$ cat config.mk
export PLATFORM = sky130hd
export DESIGN_NAME = sudoku_board_engine
export DESIGN_NICKNAME = d
export VERILOG_FILES = /design/src/rtl/sudoku_board_engine.sv
export SDC_FILE = /design/constraint.sdc
export NUM_CORES = 1
export LEC_CHECK = 0
export BUFFER_PORTS_ARGS = -buffer_cell sky130_fd_sc_hd__buf_2
export CORE_MARGIN = 1.5
export CORE_UTILIZATION = 50
export DETAILED_ROUTE_END_ITERATION = 8
export MAX_ROUTING_LAYER = met4
export PLACE_DENSITY = 0.77
export SYNTH_ARGS = -nofsm -noshare
export SYNTH_HDL_FRONTEND = slang
export SYNTH_SLANG_ARGS = --single-unit
$ cat constraint.sdc
create_clock -name clka -period 8.3 [get_ports clka]
set_clock_uncertainty 0.2 [all_clocks]
set_input_delay 1.66 -clock clka [delete_from_list [all_inputs] [get_ports clka]]
set_output_delay 1.66 -clock clka [all_outputs]
set_load 0.05 [all_outputs]
$ cat src/rtl/sudoku_board_engine.sv
// 4x4 Sudoku board store with locked givens, cell writes and a sequential row/column/box checker.
// Latency: flag actions take effect one clka edge after the rising flag; a full check takes 48 cycles plus one done cycle.
// Backpressure: none; writes during a check are refused with write_reject, check requests while busy are ignored.
module sudoku_board_engine #(
    parameter logic [47:0] INIT_BOARD = 48'h098602060801,
    parameter int          SCAN_LEN   = 48
) (
    input  logic       clka,
    input  logic       restart,
    input  logic       set_board_flag,
    input  logic       cell_flag,
    input  logic       val_flag,
    input  logic       check_flag,
    input  logic [3:0] data_in,
    input  logic [3:0] rd_addr,
    output logic [2:0] rd_data,
    output logic       busy,
    output logic       check_done,
    output logic       solved,
    output logic       write_reject
);

    localparam logic [1:0] S_IDLE = 2'd0;
    localparam logic [1:0] S_SCAN = 2'd1;
    localparam logic [1:0] S_DONE = 2'd2;

    logic [3:0]  flag_q;
    logic [2:0]  board_q [16];
    logic [2:0]  board_d [16];
    logic [15:0] lock_q, lock_d;
    logic [3:0]  idx_q, idx_d;
    logic [1:0]  state_q, state_d;
    logic [5:0]  cnt_q, cnt_d;
    logic [3:0]  mask_q, mask_d;
    logic        fail_q, fail_d;
    logic        solved_q, solved_d;
    logic        rej_q, rej_d;

    logic        set_e, val_e, cell_e, chk_e;
    logic [3:0]  grp;
    logic [1:0]  pos;
    logic [3:0]  scan_idx;
    logic [2:0]  scan_val;
    logic [3:0]  onehot;
    logic [3:0]  mask_acc;
    logic        grp_fail;
    logic        last;
    logic        wr_ok;

    // Rising-edge detection with fixed priority: set_board > val > cell > check.
    always_comb begin
        set_e  = set_board_flag & ~flag_q[3];
        val_e  = val_flag       & ~flag_q[2] & ~set_e;
        cell_e = cell_flag      & ~flag_q[1] & ~set_e & ~val_e;
        chk_e  = check_flag     & ~flag_q[0] & ~set_e & ~val_e & ~cell_e;
    end

    // Map the scan counter to a cell: groups 0-3 rows, 4-7 columns, 8-11 boxes TL/TR/BL/BR.
    always_comb begin
        grp = cnt_q[5:2];
        pos = cnt_q[1:0];
        case (grp[3:2])
            2'b00:   scan_idx = {grp[1:0], pos};
            2'b01:   scan_idx = {pos, grp[1:0]};
            default: scan_idx = {grp[1], pos[1], grp[0], pos[0]};
        endcase
        scan_val = board_q[scan_idx];
        case (scan_val)
            3'd1:    onehot = 4'b0001;
            3'd2:    onehot = 4'b0010;
            3'd3:    onehot = 4'b0100;
            3'd4:    onehot = 4'b1000;
            default: onehot = 4'b0000;
        endcase
        // An empty cell contributes no bit, so a group with any 0 can never reach a full mask.
        mask_acc = ((pos == 2'd0) ? 4'b0000 : mask_q) | onehot;
        grp_fail = (pos == 2'd3) && (mask_acc != 4'b1111);
        last     = (cnt_q == 6'(SCAN_LEN - 1));
        wr_ok    = !lock_q[idx_q] && (data_in[2:0] <= 3'd4) && (state_q == S_IDLE);
    end

    // Next-state: flag actions first, then the scan FSM advances unless set_board aborts it.
    always_comb begin
        board_d  = board_q;
        lock_d   = lock_q;
        idx_d    = idx_q;
        state_d  = state_q;
        cnt_d    = cnt_q;
        mask_d   = mask_q;
        fail_d   = fail_q;
        solved_d = solved_q;
        rej_d    = 1'b0;

        if (set_e) begin
            for (int i = 0; i < 16; i++) begin
                board_d[i] = INIT_BOARD[3*i +: 3];
                lock_d[i]  = |INIT_BOARD[3*i +: 3];
            end
            solved_d = 1'b0;
            state_d  = S_IDLE;
        end else if (val_e) begin
            if (wr_ok) begin
                board_d[idx_q] = data_in[2:0];
                solved_d       = 1'b0;
            end else begin
                rej_d = 1'b1;
            end
        end else if (cell_e) begin
            idx_d = data_in;
        end else if (chk_e && (state_q == S_IDLE)) begin
            state_d = S_SCAN;
            cnt_d   = '0;
            fail_d  = 1'b0;
        end

        if (!set_e) begin
            case (state_q)
                S_SCAN: begin
                    mask_d = mask_acc;
                    fail_d = fail_q | grp_fail;
                    cnt_d  = 6'(cnt_q + 6'd1);
                    if (last) begin
                        state_d  = S_DONE;
                        solved_d = !(fail_q | grp_fail);
                    end
                end
                S_DONE:  state_d = S_IDLE;
                default: ;
            endcase
        end
    end

    // State registers; restart clears everything, aborting any scan in progress.
    always_ff @(posedge clka or posedge restart) begin
        if (restart) begin
            flag_q   <= '0;
            for (int i = 0; i < 16; i++) begin
                board_q[i] <= '0;
            end
            lock_q   <= '0;
            idx_q    <= '0;
            state_q  <= S_IDLE;
            cnt_q    <= '0;
            mask_q   <= '0;
            fail_q   <= 1'b0;
            solved_q <= 1'b0;
            rej_q    <= 1'b0;
        end else begin
            flag_q   <= {set_board_flag, val_flag, cell_flag, check_flag};
            board_q  <= board_d;
            lock_q   <= lock_d;
            idx_q    <= idx_d;
            state_q  <= state_d;
            cnt_q    <= cnt_d;
            mask_q   <= mask_d;
            fail_q   <= fail_d;
            solved_q <= solved_d;
            rej_q    <= rej_d;
        end
    end

    // Outputs come straight from state; DONE lasts exactly one cycle so check_done is a pulse.
    always_comb begin
        rd_data      = board_q[rd_addr];
        busy         = (state_q == S_SCAN);
        check_done   = (state_q == S_DONE);
        solved       = solved_q;
        write_reject = rej_q;
    end

endmodule

# Word level (Yosys, flattened, before mapping)
# Index checks and enable logic that the tools add are counted.
[word_totals]
out_inout_bits = 7
wordCells = 124
register_bits = 72
input_bits = 14
[op_classes]
mux = 45
n_lt_le_gt_ge = 6
add_sub_neg = 1
eq_ne = 10
n_reduce_logical = 15
n_bitwise = 22
[ops]
columns = ["op", "count"]
rows = [
  ["48-bit 2-to-1 mux", 3],
  ["48-bit bitwise mux", 1],
  ["6-bit 2-to-1 mux", 6],
  ["3-bit binary-select mux with 4-bit select", 2],
  ["1-bit 2-to-1 mux", 16],
  ["4-bit case mux with 4 select lines", 1],
  ["5-bit greater-or-equal comparator, second input constant", 3],
  ["3-bit 2-to-1 mux", 5],
  ["4-bit inverter with 5-bit output", 3],
  ["3-bit demux with 4-bit select", 1],
  ["2-bit 2-to-1 mux", 6],
  ["1-bit AND", 10],
  ["4-bit case mux with 2 select lines", 1],
  ["1-bit inverter", 7],
  ["6-bit by 1-bit adder with 6-bit output, second input constant", 1],
  ["3-bit by 2-bit equality test with 1-bit output, second input constant", 2],
  ["6-bit equality test, second input constant", 1],
  ["2-bit zero test", 3],
  ["1-bit logical AND", 5],
  ["4-bit by 5-bit less-than comparator with 1-bit output, second input constant", 1],
  ["5-bit by 1-bit less-than comparator with 1-bit output, second input constant", 1],
  ["1-bit binary-select mux with 4-bit select", 1],
  ["2-bit by 1-bit equality test with 1-bit output, second input constant", 2],
  ["2-bit equality test, second input constant", 2],
  ["12 further kinds", 15],
]

# Longest topological paths before layout
[logic_depth]
depth_word = 16
mapped_depth = 13
ltp_nobuf = 10

# Worst setup path before layout
# No wires, ideal clock.
[synth_path]
kind = "input to output"
start = "input rd_addr[0]"
end = "output rd_data[0]"
setup_slack_ps = 3073
t_arrival_ps = 3367
path_stages = 3
path_cell_list = "buf_1 mux4_2 mux4_2"
[synth_via]
elab_chain_cells = 4
[synth_lines]
columns = ["element", "line", "source"]
rows = [
  ["start, declared", "15", "input logic [3:0] rd_addr,"],
  ["4-bit inverter with 5-bit output (implied by the code)", "164", "rd_data = board_q[rd_addr];"],
  ["3-bit binary-select mux with 4-bit select", "164", ""],
  ["3-bit 2-to-1 mux (implied by the code) (2 in series)", "164", ""],
  ["end, declared", "16", "output logic [2:0] rd_data,"],
]
# Every way passes these cells. The select of a mux whose other input is x is not followed.

# Worst setup path after layout
[layout_path]
start = "input rd_addr[0]"
end = "output rd_data[1]"
# The elaborated chain is that of the path after synthesis.

==> summary.log <==
[synthesis] total nets after synthesis 421
[synthesis] sequential fraction of the synthesis area 0.419
[final_layout] total number of nets in the final design 423
[power] proportion of power drawn by flip-flops and latches 0.429
[global_routing] pin count of the biggest net entering global routing 73
[setup_path] critical path launch point type primary input
[setup_path] Req. time, crit path 6440 ps
[timing] Post-Route Setup TNS 0 ps
[placed_design] port buffer count 20
[final_layout] Layout Area Growth over Synthesis 5.38%
[final_layout] antenna cell count 0
[timing] highest clock rate 0.196 GHz
[clock_tree] number of clock buffers inserted by TritonCTS 9
[die] Top-Level Pins 21
[power] fraction of power spent switching nets 0.336
[clock_tree] number of sinks on the clock net 72
[routing] final wirelength 9.98 mm
[synthesis] number of enable-type register cells in the synthesized netlist 0
[synthesis] cell area after synthesis 0.00430 mm^2
[routing] 1st-iter DRT viols 371
[routing] number of detailed-routing iterations run before antenna repair 5
[routing] mean routed wirelength per cell 19.5 um
[die] horizontal die dimension 95.8 um
[clock_tree] root buf cell sky130_fd_sc_hd__clkbuf_8
[power] Total Power 982 uW
[clock_tree] clock network latency to the later pin of the worst-skew pair 360 ps
[run] max capacitance violation total 0
[synthesis] Distinct cells, synth 56
[die] Core Rows 33
[setup_path] worst path arrival time 3240 ps
[hold_path] type of the worst min-delay path reg2reg
[clock_tree] Gates resized, CTS repair 0
[routing] vias after detailed routing 3,181
[clock_tree] clock tree from TritonCTS yes
[die] overall die height 95.8 um
[clock_tree] Reg clk slew, reported paths 70 ps
[die] initial core utilization 0.521
[synthesis] cell type contributing the most total cell area after synthesis sky130_fd_sc_hd__dfrtp_1
[setup_path] class of the most critical setup path in2out
[die] die outline area 0.00917 mm^2
[final_layout] most common library cell in the layout ignoring fill and taps sky130_fd_sc_hd__dfrtp_1
[timing] minimum clock period after layout 5100 ps
[timing] final setup violating endpoints 0
[global_routing] wire length of the first global-routing pass 16.2 mm
[final_layout] Filler Cells Inserted 720
[power] VDD IR max 0.000131 V
[timing] setup repair after global routing missed its margin false
[final_layout] commonest non-fill, non-tap cells in the layout 72 x sky130_fd_sc_hd__dfrtp_1, 63 x sky130_fd_sc_hd__mux2i_1, 57 x sky130_fd_sc_hd__nor2_1, 26 x sky130_fd_sc_hd__nand2_1, 20 x sky130_fd_sc_hd__buf_2
[synthesis] cell count after synthesis 402
[setup_path] Worst Path Buf+Inv 2
[synthesis] #FFs+latches synth 72
[synthesis] Syn Area/Cell 10.7 um^2
[timing] Least-Margin Pin Slew 1010 ps
[clock_tree] total setup buffers inserted after CTS 0
[power] power per cell area 216 mW/mm^2
[clock_tree] number of hold buffers added after cts 0
[synthesis] portion of synthesized cell area occupied by the leading cell type 0.419
[routing] DRT antenna net count 0
[clock_tree] Longest Clk Path Bufs 2
[global_routing] antenna violations before repair 0
[setup_path] critical path fanouts, max 12
[synthesis] Synth Flop Type sky130_fd_sc_hd__dfrtp_1
[synthesis] async set or reset register ratio after synthesis 1.00
[global_routing] vias in the first global route 3,151
[synthesis] Synth area leaders sky130_fd_sc_hd__dfrtp_1 42%, sky130_fd_sc_hd__mux2i_1 15%, sky130_fd_sc_hd__mux4_2 7.8%
[setup_path] highest cell delay on the worst timing path 560 ps
[clock_tree] H-tree level count 3
[timing] post-route clock period utilization 0.615
[timing] Slew Limit Fails 0
[run_status] result of the run completed
[routing] Vias per Instance 6.21
[placed_design] half-perimeter wire length after detailed placement 6.99 mm
[timing] max-slew headroom at the worst pin 0.328
[setup_path] Setup crit end kind primary output
[timing] final hold vios 0
[routing] count of unresolved DRC violations after routing 0
[die] Core Area 0.00826 mm^2
[setup_path] slowest stage cell on the critical path sky130_fd_sc_hd__mux4_2
[global_routing] combined global-route utilization of all metal layers 0.247
[power] proportion of power drawn by combinational gates 0.285
[power] P_sw 330 uW
[synthesis] Yosys Warn Count 0
[placed_design] Final Wtd Congestion 0.971
[setup_path] worst path cell trace buf_2 > mux4_2 > mux4_2 > buf_2
[final_layout] share of cells above drive strength 1 0.179
[power] static power due to leakage 1.89 nW
[power] clock network fraction of total power 0.286
[global_routing] grt ovf 0
[setup_path] CP delay by family, top multiplexers
[power] Cell Int Power 652 uW
-- final timing paths --
| check | startpoint | end | slack (ps) | cells after the start |
|---|---|---|---|---|
| setup / recovery | rd_addr[0] | rd_data[1] | 3200 | 4 |
| hold / removal | lock_q[0]$_DFFE_PP0P_ | lock_q[0]$_DFFE_PP0P_ | 300 | 1 |
| setup reg to reg | cnt_q[5]$_DFF_PP0_ | solved$_DFF_PP0_ | 4490 | 9 |
| hold reg to reg | lock_q[0]$_DFFE_PP0P_ | lock_q[0]$_DFFE_PP0P_ | 300 | 1 |
| max in group asynchronous | restart | board_q[37]$_DFFE_PP0P_ | 5980 | 3 |
| min in group asynchronous | restart | flag_q[3]$_DFF_PP0_ | 1360 | 3 |
-- stage by stage --
step	setup slack [ps]	instances	instance area (um^2)	utilization	hold WS (ps)
2_1_floorplan	3070	402	4300	-	235
3_3_place_gp	3210	498	4340	0.526	250
3_5_place_dp	3170	498	4340	0.526	267
4_1_cts	3170	512	4540	0.549	295
5_1_grt	3130	512	4540	0.549	299
6_report	3200	512	4540	0.549	295
-- layer usage --
| layer | part of all wire | vias to the layer above | global-route usage |
|---|---|---|---|
| li1 | - | 1445 | - |
| met1 | 0.44 | 1581 | 0.332 |
| met2 | 0.46 | 118 | 0.354 |
| met3 | 0.057 | 37 | 0.0427 |
| met4 | 0.043 | 0 | 0.138 |
| met5 | 0 | - | - |
-- state kept, by name, indices dropped and copies added, names as in the netlist --
name	cells
write_reject	1
mask_q	4
lock_q	1
state_q	2
board_q	48
flag_q	4
idx_q	4
cnt_q	6
solved	1
fail_q	1
-- cells by family after synthesis --
family / count (synthesis) / synth area share
and+or+nand+nor: 124 / 0.136
DFF: 72 / 0.419
AOI/OAI and AO/OA: 65 / 0.116
muxes: 85 / 0.244
xor gates and xnor gates: 3 / 0.00611
buffers and inverters: 48 / 0.0648
adders and majority gates: 5 / 0.0145
-- synth_stat cells, drive strengths merged, types with 2 or more instances --
cell / count
or3: 5
o2111a: 3
a22oi: 4
ha: 5
nor3: 5
a32o: 2
a211oi: 19
buf: 10
xor2: 2
clkbuf: 22
nand2b: 8
and2: 4
nor2: 57
nand3: 4
o21ai: 15
nor2b: 4
nand2: 26
dfrtp: 72
inv: 16
mux4: 15
mux2: 7
mux2i: 63
nand3b: 3
a211o: 9
a21oi: 2
-- power by group through the flow --
stage,Sequential (mW),Clock [mW],Combinational [mW]
after detailed placement,0.426,0,0.277
final,0.421,0.280,0.280
after global routing,0.425,0.297,0.303
after CTS,0.419,0.283,0.279
after global placement,0.424,0,0.267
after floorplan,0.407,0,0.263
-- layout make-up --
cell class,count,area (um^2),share of cell area
inverter,16,60.1,0.0132
clock buffer,11,151,0.0334
timing repair buffer,23,123,0.0270
multi-input combinational,282,2230,0.491
tap,105,131,0.0290
sequential,72,1800,0.397
clock inverter,3,42.5,0.00938
Note: power is estimated with default switching activity, not from simulation.
